[config.mk]
export PLATFORM = sky130hd
export DESIGN_NAME = pattern_edit_controller
export DESIGN_NICKNAME = d
export VERILOG_FILES = /design/src/rtl/pattern_edit_controller.sv
export SDC_FILE = /design/constraint.sdc
export NUM_CORES = 1
export LEC_CHECK = 0
export CAP_MARGIN = 20
export CORE_MARGIN = 2
export CORE_UTILIZATION = 42
export CTS_CLUSTER_DIAMETER = 80
export CTS_CLUSTER_SIZE = 28
export DETAILED_ROUTE_END_ITERATION = 6
export GPL_TIMING_DRIVEN = 0
export PLACE_DENSITY = 0.8
export SYNTH_ARGS = -nofsm -noshare
export SYNTH_HDL_FRONTEND = slang
export SYNTH_SLANG_ARGS = --single-unit
[constraint.sdc]
create_clock -name clk -period 2.43 [get_ports clk]
set_input_delay 0.486 -clock clk [delete_from_list [all_inputs] [get_ports clk]]
set_output_delay 0.486 -clock clk [all_outputs]
set_load 0.03 [all_outputs]
[src/rtl/pattern_edit_controller.sv]
// Pattern-grid cell editor: read-modify-write of the cell under the cursor,
// sharing a single-port pattern RAM with a playback reader that has priority in IDLE.
module pattern_edit_controller #(
   parameter int unsigned COLS   = 80,
   parameter int unsigned ROWS   = 30,
   parameter int unsigned RD_LAT = 1
) (
   input  logic        clk,
   input  logic        Reset,
   input  logic [1:0]  user_edit,
   input  logic [6:0]  cursor_x,
   input  logic [6:0]  cursor_y,
   input  logic        pb_req,
   input  logic [11:0] pb_addr,
   output logic        pb_gnt,
   output logic        pb_rvalid,
   output logic [7:0]  pb_rdata,
   output logic [11:0] ram_addr,
   output logic        ram_we,
   output logic [7:0]  ram_wdata,
   input  logic [7:0]  ram_rdata,
   output logic        busy,
   output logic        edit_done
);

   localparam int unsigned AW = 12;
   localparam int unsigned DW = 8;
   localparam int unsigned CW = 2;

   localparam logic [1:0] CMD_NONE = 2'b00;
   localparam logic [1:0] CMD_INC  = 2'b01;
   localparam logic [1:0] CMD_DEC  = 2'b10;
   localparam logic [1:0] CMD_DEL  = 2'b11;

   typedef enum logic [2:0] {IDLE, RD, WAIT, WR, HOLD} state_t;

   state_t          state, state_n;
   logic            armed, armed_n;
   logic [1:0]      cmd, cmd_n;
   logic [AW-1:0]   edit_addr, edit_addr_n;
   logic [CW-1:0]   cnt, cnt_n;
   logic [AW-1:0]   ram_addr_n;
   logic            ram_we_n, edit_done_n, pb_gnt_n, busy_n;
   logic [DW-1:0]   ram_wdata_n;
   logic [RD_LAT-1:0] rv_q;

   logic [AW-1:0]   cur_addr_c;
   logic            in_range_c;

   assign cur_addr_c = AW'(cursor_y) * AW'(COLS) + AW'(cursor_x);
   assign in_range_c = (32'(cursor_x) < COLS) && (32'(cursor_y) < ROWS);

   // Cell update rule; 00 is the empty cell, decrement floors at 01
   function automatic logic [DW-1:0] new_val(input logic [1:0] c, input logic [DW-1:0] d);
      logic [DW-1:0] r;
      r = d;
      unique case (c)
         CMD_INC:  r = (d == 8'hFF) ? d : d + 8'd1;
         CMD_DEC:  r = (d <= 8'h01) ? d : d - 8'd1;
         CMD_DEL:  r = 8'h00;
         default:  r = d;
      endcase
      return r;
   endfunction

   // Next-state and next-output logic
   always_comb begin
      state_n     = state;
      armed_n     = (user_edit == CMD_NONE) ? 1'b1 : armed;
      cmd_n       = cmd;
      edit_addr_n = edit_addr;
      cnt_n       = cnt;
      ram_addr_n  = ram_addr;
      ram_we_n    = 1'b0;
      ram_wdata_n = '0;
      edit_done_n = 1'b0;
      pb_gnt_n    = 1'b0;

      unique case (state)
         IDLE: begin
            if (pb_req) begin
               pb_gnt_n   = 1'b1;
               ram_addr_n = pb_addr;
            end else if (user_edit != CMD_NONE && armed) begin
               armed_n = 1'b0;
               if (in_range_c) begin
                  cmd_n       = user_edit;
                  edit_addr_n = cur_addr_c;
                  ram_addr_n  = cur_addr_c;
                  state_n     = RD;
               end
            end
         end
         RD: begin
            cnt_n   = '0;
            state_n = WAIT;
         end
         WAIT: begin
            // Read data is valid in the last WAIT cycle; the write is launched from it
            if (cnt == CW'(RD_LAT - 1)) begin
               ram_we_n    = 1'b1;
               ram_wdata_n = new_val(cmd, ram_rdata);
               edit_done_n = 1'b1;
               state_n     = WR;
            end else begin
               cnt_n = cnt + CW'(1);
            end
         end
         WR:      state_n = HOLD;
         HOLD:    state_n = IDLE;
         default: state_n = IDLE;
      endcase

      busy_n = (state_n != IDLE);
   end

   // State and output registers
   always_ff @(posedge clk) begin
      if (Reset) begin
         state     <= IDLE;
         armed     <= 1'b1;
         cmd       <= CMD_NONE;
         edit_addr <= '0;
         cnt       <= '0;
         ram_addr  <= '0;
         ram_we    <= 1'b0;
         ram_wdata <= '0;
         edit_done <= 1'b0;
         pb_gnt    <= 1'b0;
         busy      <= 1'b0;
         rv_q      <= '0;
      end else begin
         state     <= state_n;
         armed     <= armed_n;
         cmd       <= cmd_n;
         edit_addr <= edit_addr_n;
         cnt       <= cnt_n;
         ram_addr  <= ram_addr_n;
         ram_we    <= ram_we_n;
         ram_wdata <= ram_wdata_n;
         edit_done <= edit_done_n;
         pb_gnt    <= pb_gnt_n;
         busy      <= busy_n;
         rv_q[0]   <= pb_gnt;
         for (int i = 1; i < int'(RD_LAT); i++) rv_q[i] <= rv_q[i-1];
      end
   end

   // Playback data passes straight through, gated so it aligns with pb_rvalid
   assign pb_rvalid = rv_q[RD_LAT-1];
   assign pb_rdata  = pb_rvalid ? ram_rdata : '0;

endmodule

==> results.sh, run 1 <==
export IMPL_cp_required_ns=2.58
export IMPL_multi_input_area_um2=1580
export IMPL_slew_viol_final=0
export IMPL_synth_adder_area_share_pct=10.6
export IMPL_netlist_area_um2=2270
export IMPL_power_density_nw_per_um2=488
export IMPL_cts_buffer_depth=2
export IMPL_total_power_uw=1590
export IMPL_dp_hpwl_um=4590
export IMPL_slew_headroom_pct=55.8
export IMPL_synth_cell_types=51
export IMPL_outcome="finished, violations left"
export IMPL_yosys_warnings=0
export IMPL_r2r_start="state[0]$_SDFF_PP0_"
export IMPL_ys_seq_area_share_pct=28.2
export IMPL_peakVddDrop_mv=0.280
export IMPL_hold_depth=2
export IMPL_avgRoutedWirePerCell_um=14.3
export IMPL_cts_tree="done"
export IMPL_die_area_um2=6020
export IMPL_path_clk_slew_ns=0.07
export IMPL_tightest_slew_ns=0.660
export IMPL_synth_largest_area_cell="dfxtp_1"
export IMPL_dp_cells=422
export IMPL_r2r_cells=5
export IMPL_synth_xor_area_share_pct=4.46
export IMPL_grt_pass1_vias=2231
export IMPL_synth_seq_cells=32
export IMPL_synth_area_top_cells="dfxtp_1, ha_1, a21oi_1"
export IMPL_cts_made_buffers=5
export IMPL_violations="negative setup slack"
export IMPL_drtIter0Drc=151
export IMPL_leakage_uw=0.00132
export IMPL_synthSimpleGateAreaFrac_pct=22.2
export IMPL_worst_slack_ns=-0.0458
export IMPL_drv_cap=0
export IMPL_synth_common_cells="dfxtp_1, a21oi_1, nand2_1, inv_1, ha_1"
export IMPL_synth_top_area_share_pct=28.2
export IMPL_synth_compound_area_share_pct=24.8
export IMPL_antenna_found_initial=0
export IMPL_grt_use_total_pct=20.5
export IMPL_antenna_cells=0
export IMPL_syn_avg_cell_area_um2=8.09
export IMPL_clk_latency_ns=0.28
export IMPL_start_kind="primary input"
export IMPL_hold_path_startpoint="armed$_SDFF_PP1_"
export IMPL_finalSetupViolations=1
export IMPL_max_freq_ghz=0.404
export IMPL_io_pin_count=72
export IMPL_die_h_um=77.6
export IMPL_fillers=469
export IMPL_fin_crit_ns=2.48
export IMPL_placementRows=26
export IMPL_synth_edf_count=0
export IMPL_hold_violations=0
export IMPL_port_buffers=71
export IMPL_post_route_util_pct=63.1
export IMPL_postSynthCellCount=281
export IMPL_gp_congestion=0.946
export IMPL_synthFlopType="dfxtp_1"
export IMPL_area_growth_pct=43.6
export IMPL_clock_sinks=32
export IMPL_grt_overflow_total=0
export IMPL_grt_max_degree=11
export IMPL_finalCritPeriodShare_pct=102
export IMPL_yosysMostFrequentCell="dfxtp_1"
export IMPL_worst_setup_path_type="primary input to flop"
export IMPL_dp_slack_ns=-0.655
export IMPL_r2r_end="ram_addr[7]$_SDFFE_PP0P_"
export IMPL_rsz0062_at_grt="yes"
export IMPL_critPathMaxFanout=3
export IMPL_layout_drive_gt1_share_pct=9.92
export IMPL_worst_ep_arrival_time_ns=2.62
export IMPL_core_area_um2=5170
export IMPL_async_flop_share_pct=0
export IMPL_vias=2375
export IMPL_whs_endpoint="armed$_SDFF_PP1_"
export IMPL_final_nets=419
export IMPL_ant_nets=0
export IMPL_final_seq_area_um2=641
export IMPL_grt_first_pass_wirelength_um=10100
export IMPL_fin_cells=433
export IMPL_cts_htree_levels=2
export IMPL_cts_root_buf="clkbuf_8"
export IMPL_die_w_um=77.6
export IMPL_drtPass1Iterations=4
export IMPL_critPathCaptureType="flop"
export IMPL_synth_mux_area_share_pct=4.02
export IMPL_syn_nets=338
export IMPL_synth_top_family_by_area="compound AO/OA/AOI/OAI gates"
export IMPL_routed_via_density=5.48
export IMPL_skew_ns=0.00156
export IMPL_wl_um=6210
export IMPL_hold_class="flop to flop"
export IMPL_r2r_slack_ns=0.47
export IMPL_route_detailed_drc=0
export IMPL_initial_core_util_pct=44.0
## critical path: stages
cell,delay (ns)
dlygate4sd2_1,0.27
ha_2,0.19
ha_4,0.16
inv_2,0.05
fa_2,0.45
nand2b_4,0.17
a211oi_2,0.28
xnor3_1,0.30
o211ai_1,0.18
a21oi_1,0.09
## per-layer routing
| metal | share of wire, % | vias to the layer above | GRT usage [%] |
|---|---|---|---|
| li1 | - | 1186 | - |
| met1 | 42 | 1082 | 24.6 |
| met2 | 48 | 99 | 34.8 |
| met3 | 8.6 | 8 | 6.40 |
| met4 | 1.0 | 0 | 6.07 |
| met5 | 0 | - | 0 |
## cell families after synthesis
logic type,count (synthesis)
fa+ha+maj,18
simple gates,95
buf+inv,33
xor+xnor,10
flops,32
mux,9
compound gates,84
## flip-flops by register name (all words and copies together) (netlist names)
| signal | flops |
|---|---|
| armed | 1 |
| ram_addr | 12 |
| busy | 1 |
| pb_rvalid | 1 |
| ram_wdata | 8 |
| state | 3 |
| cnt | 2 |
| edit_done | 1 |
| cmd | 2 |
| pb_gnt | 1 |
## per-stage QoR
step           instance area (µm²)  setup TNS, ns  hold slack, ns
3_5_place_dp                  3090          -4.45           0.454
6_report                      3270        -0.0458           0.460
2_1_floorplan                 2290              0           0.436
5_1_grt                       3270         -0.145           0.485
4_1_cts                       3200        -0.0842           0.464
3_3_place_gp                  3090          -4.27           0.448
## power by group
group          switching (µW)  internal [µW]
Combinational             281            237
Sequential               17.3            555
Clock                     197            304
Total                     496           1100
## worst max path at each step
stage / cells past startpoint / from / endpoint / slack (ns)
global route: 9 / cursor_y[4] / ram_addr[10]$_SDFFE_PP0P_ / -0.1
CTS: 9 / cursor_y[3] / ram_addr[11]$_SDFFE_PP0P_ / -0.08
detailed placement: 9 / cursor_y[1] / ram_addr[11]$_SDFFE_PP0P_ / -0.66
floorplan: 8 / cursor_y[1] / ram_addr[11]$_SDFFE_PP0P_ / 0.01
global placement: 9 / cursor_y[1] / ram_addr[11]$_SDFFE_PP0P_ / -0.59
finish: 10 / cursor_y[2] / ram_addr[10]$_SDFFE_PP0P_ / -0.05
## what timing repair did
action                                  4_1_cts  5_1_grt
buffers inserted                              2        1
resized for setup                            17       17
endpoints found under the setup margin       10       10
hold buffers                                  0        0
pin swaps                                     5        7
## placed cells by master, fill, tap and decap left out, types with 3 or more instances in the layout
cell and n:
nor4_1 3, nand2b_1 7, mux2i_1 8, buf_4 4, a31oi_1 3, and2_1 9
o22ai_1 3, dfxtp_1 32, nor2b_1 6, xor2_1 3, clkbuf_1 11, nand2_1 19
o21ai_0 13, inv_1 16, a311oi_1 3, a211oi_1 6, ha_1 13, a21oi_1 26
xnor2_1 6, dlygate4sd2_1 10, nor2_1 13, nand3_1 6, or3_1 3, clkbuf_8 5
a21o_1 5, clkbuf_2 4, clkdlybuf4s50_1 56, nand4_1 5, nor3_1 12
## final cells by class
cell class / count / share of cell area, %
clock buffers: 6 / 2.22
repair buffers: 74 / 21.9
clock inverters: 2 / 1.07
inverters: 17 / 1.95
flip-flops and latches: 32 / 19.6
multi-input cells: 216 / 48.3
plain buffers: 16 / 2.22
well taps: 70 / 2.68
Power figures use the tool's default switching activity.
==> run 2: changes to the inputs <==
--- a/config.mk
+++ b/config.mk
@@ -7,5 +7,7 @@
 export LEC_CHECK = 0
+export ABC_AREA = 1
 export CAP_MARGIN = 20
+export CORE_ASPECT_RATIO = 0.8
 export CORE_MARGIN = 2
-export CORE_UTILIZATION = 42
+export CORE_UTILIZATION = 43
 export CTS_CLUSTER_DIAMETER = 80
@@ -14,3 +16,3 @@
 export GPL_TIMING_DRIVEN = 0
-export PLACE_DENSITY = 0.8
+export PLACE_DENSITY = 0.82
 export SYNTH_ARGS = -nofsm -noshare
--- a/constraint.sdc
+++ b/constraint.sdc
@@ -3,2 +3,2 @@
 set_output_delay 0.486 -clock clk [all_outputs]
-set_load 0.03 [all_outputs]
+set_load 0.005 [all_outputs]
==> run 2 against run 1 <==
- the run now ends clean
- routed wire length up 0.52%
- die area down 0.40%
- power down 7.5%
- cell count grew 13%
- maximum frequency increased by 8.4%
- largest power group unchanged
==> results.sh, run 2 <==
export IMPL_final_nets=482
export IMPL_yosysMostFrequentCell="nand2_1"
export IMPL_synth_adder_area_share_pct=10.4
export IMPL_synth_largest_area_cell="dfxtp_1"
export IMPL_final_common_cell="nand2_1"
export IMPL_drtIter0Drc=162
export IMPL_finalCritPeriodShare_pct=94.0
export IMPL_largestRegisters="ram_addr x12, ram_wdata x8, state x3"
export IMPL_synth_seq_cells=32
export IMPL_grt_first_pass_wirelength_um=10400
export IMPL_dp_slack_ns=-0.614
export IMPL_wl_um=6240
export IMPL_tightest_slew_ns=0.488
export IMPL_netlist_area_um2=2320
export IMPL_grt_use_total_pct=21.6
export IMPL_cts_buffer_depth=2
export IMPL_final_cell_mix="nand2_1, clkdlybuf4s50_1, inv_1, nor2_1, dfxtp_1"
export IMPL_crit_family="adder cells"
export IMPL_drtPass1Iterations=4
export IMPL_cts_made_buffers=5
export IMPL_hold_path_startpoint="pb_gnt$_SDFF_PP0_"
export IMPL_grt_pass1_vias=2240
export IMPL_skew_ns=0.00270
export IMPL_fillers=439
export IMPL_slew_viol_final=0
export IMPL_critPathCaptureType="flop"
export IMPL_clock_sinks=32
export IMPL_synthFlopType="dfxtp_1"
export IMPL_async_flop_share_pct=0
export IMPL_route_detailed_drc=0
export IMPL_final_seq_area_um2=641
export IMPL_layout_drive_gt1_share_pct=10.8
export IMPL_drv_cap=0
export IMPL_worst_setup_path_type="primary input to flop"
export IMPL_synth_edf_count=0
export IMPL_outcome="completed"
export IMPL_synth_mux_area_share_pct=0.432
export IMPL_postSynthCellCount=346
export IMPL_routed_via_density=5.10
export IMPL_antenna_found_initial=0
export IMPL_synthSimpleGateAreaFrac_pct=33.6
export IMPL_initial_core_util_pct=45.5
export IMPL_multi_input_area_um2=1460
export IMPL_io_pin_count=72
export IMPL_worst_slack_ns=0.146
export IMPL_critPathMaxFanout=4
export IMPL_antenna_cells=0
export IMPL_dp_hpwl_um=4770
export IMPL_avgRoutedWirePerCell_um=12.8
export IMPL_leakage_uw=0.00158
export IMPL_path_clk_slew_ns=0.06
export IMPL_startpoint="cursor_y[1]"
export IMPL_syn_nets=403
export IMPL_ys_seq_area_share_pct=27.6
export IMPL_synth_top_family_by_area="simple AND/OR/NAND/NOR gates"
export IMPL_synth_top_area_share_pct=27.6
export IMPL_cp_slowest_cell="fa_1"
export IMPL_ant_nets=0
export IMPL_synth_area_top_cells="dfxtp_1, nand2_1, ha_1"
export IMPL_hold_class="flop to flop"
export IMPL_hold_violations=0
export IMPL_slew_headroom_pct=67.5
export IMPL_worst_ep_arrival_time_ns=2.44
export IMPL_area_growth_pct=40.1
export IMPL_syn_avg_cell_area_um2=6.70
export IMPL_port_buffers=67
export IMPL_dp_cells=475
export IMPL_die_area_um2=6000
export IMPL_post_route_util_pct=63.7
export IMPL_fin_cells=488
export IMPL_fin_crit_ns=2.28
export IMPL_r2r_start="state[0]$_SDFF_PP0_"
export IMPL_peakVddDrop_mv=0.249
export IMPL_finalSetupViolations=0
export IMPL_path_common_cell="nand2_1"
export IMPL_path_buf_inv=2
export IMPL_yosys_warnings=0
export IMPL_placementRows=23
export IMPL_largest_reg_flops=12
export IMPL_die_w_um=86.1
export IMPL_cts_root_buf="clkbuf_8"
export IMPL_regMostFlops="ram_addr"
export IMPL_synth_common_cells="nand2_1, inv_1, nor2_1, dfxtp_1, nand3_1"
export IMPL_synth_cell_types=41
export IMPL_cts_htree_levels=2
export IMPL_grt_max_degree=11
export IMPL_slowest_delay_ns=0.47
export IMPL_gp_congestion=0.911
export IMPL_clk_latency_ns=0.29
export IMPL_cp_required_ns=2.59
export IMPL_power_density_nw_per_um2=454
export IMPL_vias=2491
export IMPL_cts_tree="done"
export IMPL_r2r_slack_ns=0.95
export IMPL_synth_compound_area_share_pct=14.2
export IMPL_core_area_um2=5090
export IMPL_grt_overflow_total=0
export IMPL_start_kind="primary input"
export IMPL_max_freq_ghz=0.438
export IMPL_die_h_um=69.7
export IMPL_synth_xor_area_share_pct=1.89
export IMPL_crit_chain="clkdlybuf4s15_1 > ha_4 > ha_4 > inv_1 > fa_1 > nor2_2 > nand3_2 > nor2_4 > nand2_1 > nand2_1 > nand3_1 > nand2_1 > a21oi_1"
run 2: cell count changes in the layout (fill, tap and decap cells not counted), moves of 9 or more:
cell,delta
dlygate4sd2_1,-9
nand2_1,+53
nand3_1,+25
nor3_1,-10
nor2_1,+29
inv_1,+36
run 2: layout make-up:
cell class / count / area share, %
buffer: 11 / 1.73
sequential: 32 / 19.7
timing repair buffer: 72 / 21.8
tap: 62 / 2.39
multi-input combinational: 245 / 44.9
clock buffer: 8 / 2.77
inverter: 58 / 6.71
run 2: worst paths after layout:
kind / to / depth (start not counted)
max: ram_addr[11]$_SDFFE_PP0P_ / 13
max reg2reg: ram_addr[0]$_SDFFE_PP0P_ / 6
min reg2reg: pb_rvalid$_SDFF_PP0_ / 2
min: pb_rvalid$_SDFF_PP0_ / 2
run 2: worst register-to-register path: stages (launching register included):
cell	delay, ns
dfxtp_1	0.33
nor3_2	0.30
nand4_1	0.17
nand2_2	0.19
buf_4	0.20
nand3_1	0.08
o211a_1	0.11
run 2: cell families after synthesis:
group / Yosys count
DFF: 32
buffers and inverters: 69
muxes: 1
adders and majority gates: 18
and+or+nand+nor: 168
AOI/OAI and AO/OA: 53
xor gates and xnor gates: 5
run 2: report_power, final:
part / switching, µW / leakage (µW) / total (µW) / internal (µW)
logic: 239 / 0.00127 / 468 / 229
clock network: 201 / 0.0000455 / 432 / 231
registers: 17.8 / 0.000262 / 574 / 556
run 2: metrics by stage:
stage | cell area [µm²] | hold WS [ns] | power, µW | setup TNS (ns)
after floorplan | 2320 | 0.420 | 826 | 0
after global placement | 3070 | 0.417 | 1000 | -1.34
after detailed placement | 3070 | 0.414 | 1010 | -1.62
after global routing | 3250 | 0.465 | 1560 | -0.0126
final | 3250 | 0.431 | 1470 | 0
after CTS | 3190 | 0.431 | 1460 | 0
run 2: what timing repair did:
| item | 4_1_cts | 5_1_grt |
|---|---|---|
| setup endpoints to repair | 3 | 3 |
| pin swaps | 3 | 6 |
| setup buffers | 3 | 2 |
| cloned | 0 | 0 |
| gates resized for setup | 8 | 9 |
| hold buffers | 0 | 0 |
run 2: layer usage:
layer / GRT usage [%] / wire (µm) / up-vias
li1: - / - / 1273
met2: 30.7 / 2610 / 78
met4: 5.82 / 85 / 0
met3: 7.26 / 531 / 10
met5: 0 / 0 / -
met1: 30.8 / 3010 / 1130
==> run 3: changes to the inputs <==
CTS_CLUSTER_DIAMETER = not set   (was 80)
==> results of run 3 <==
The final DEF is identical to that of run 2; final timing and power are the same.
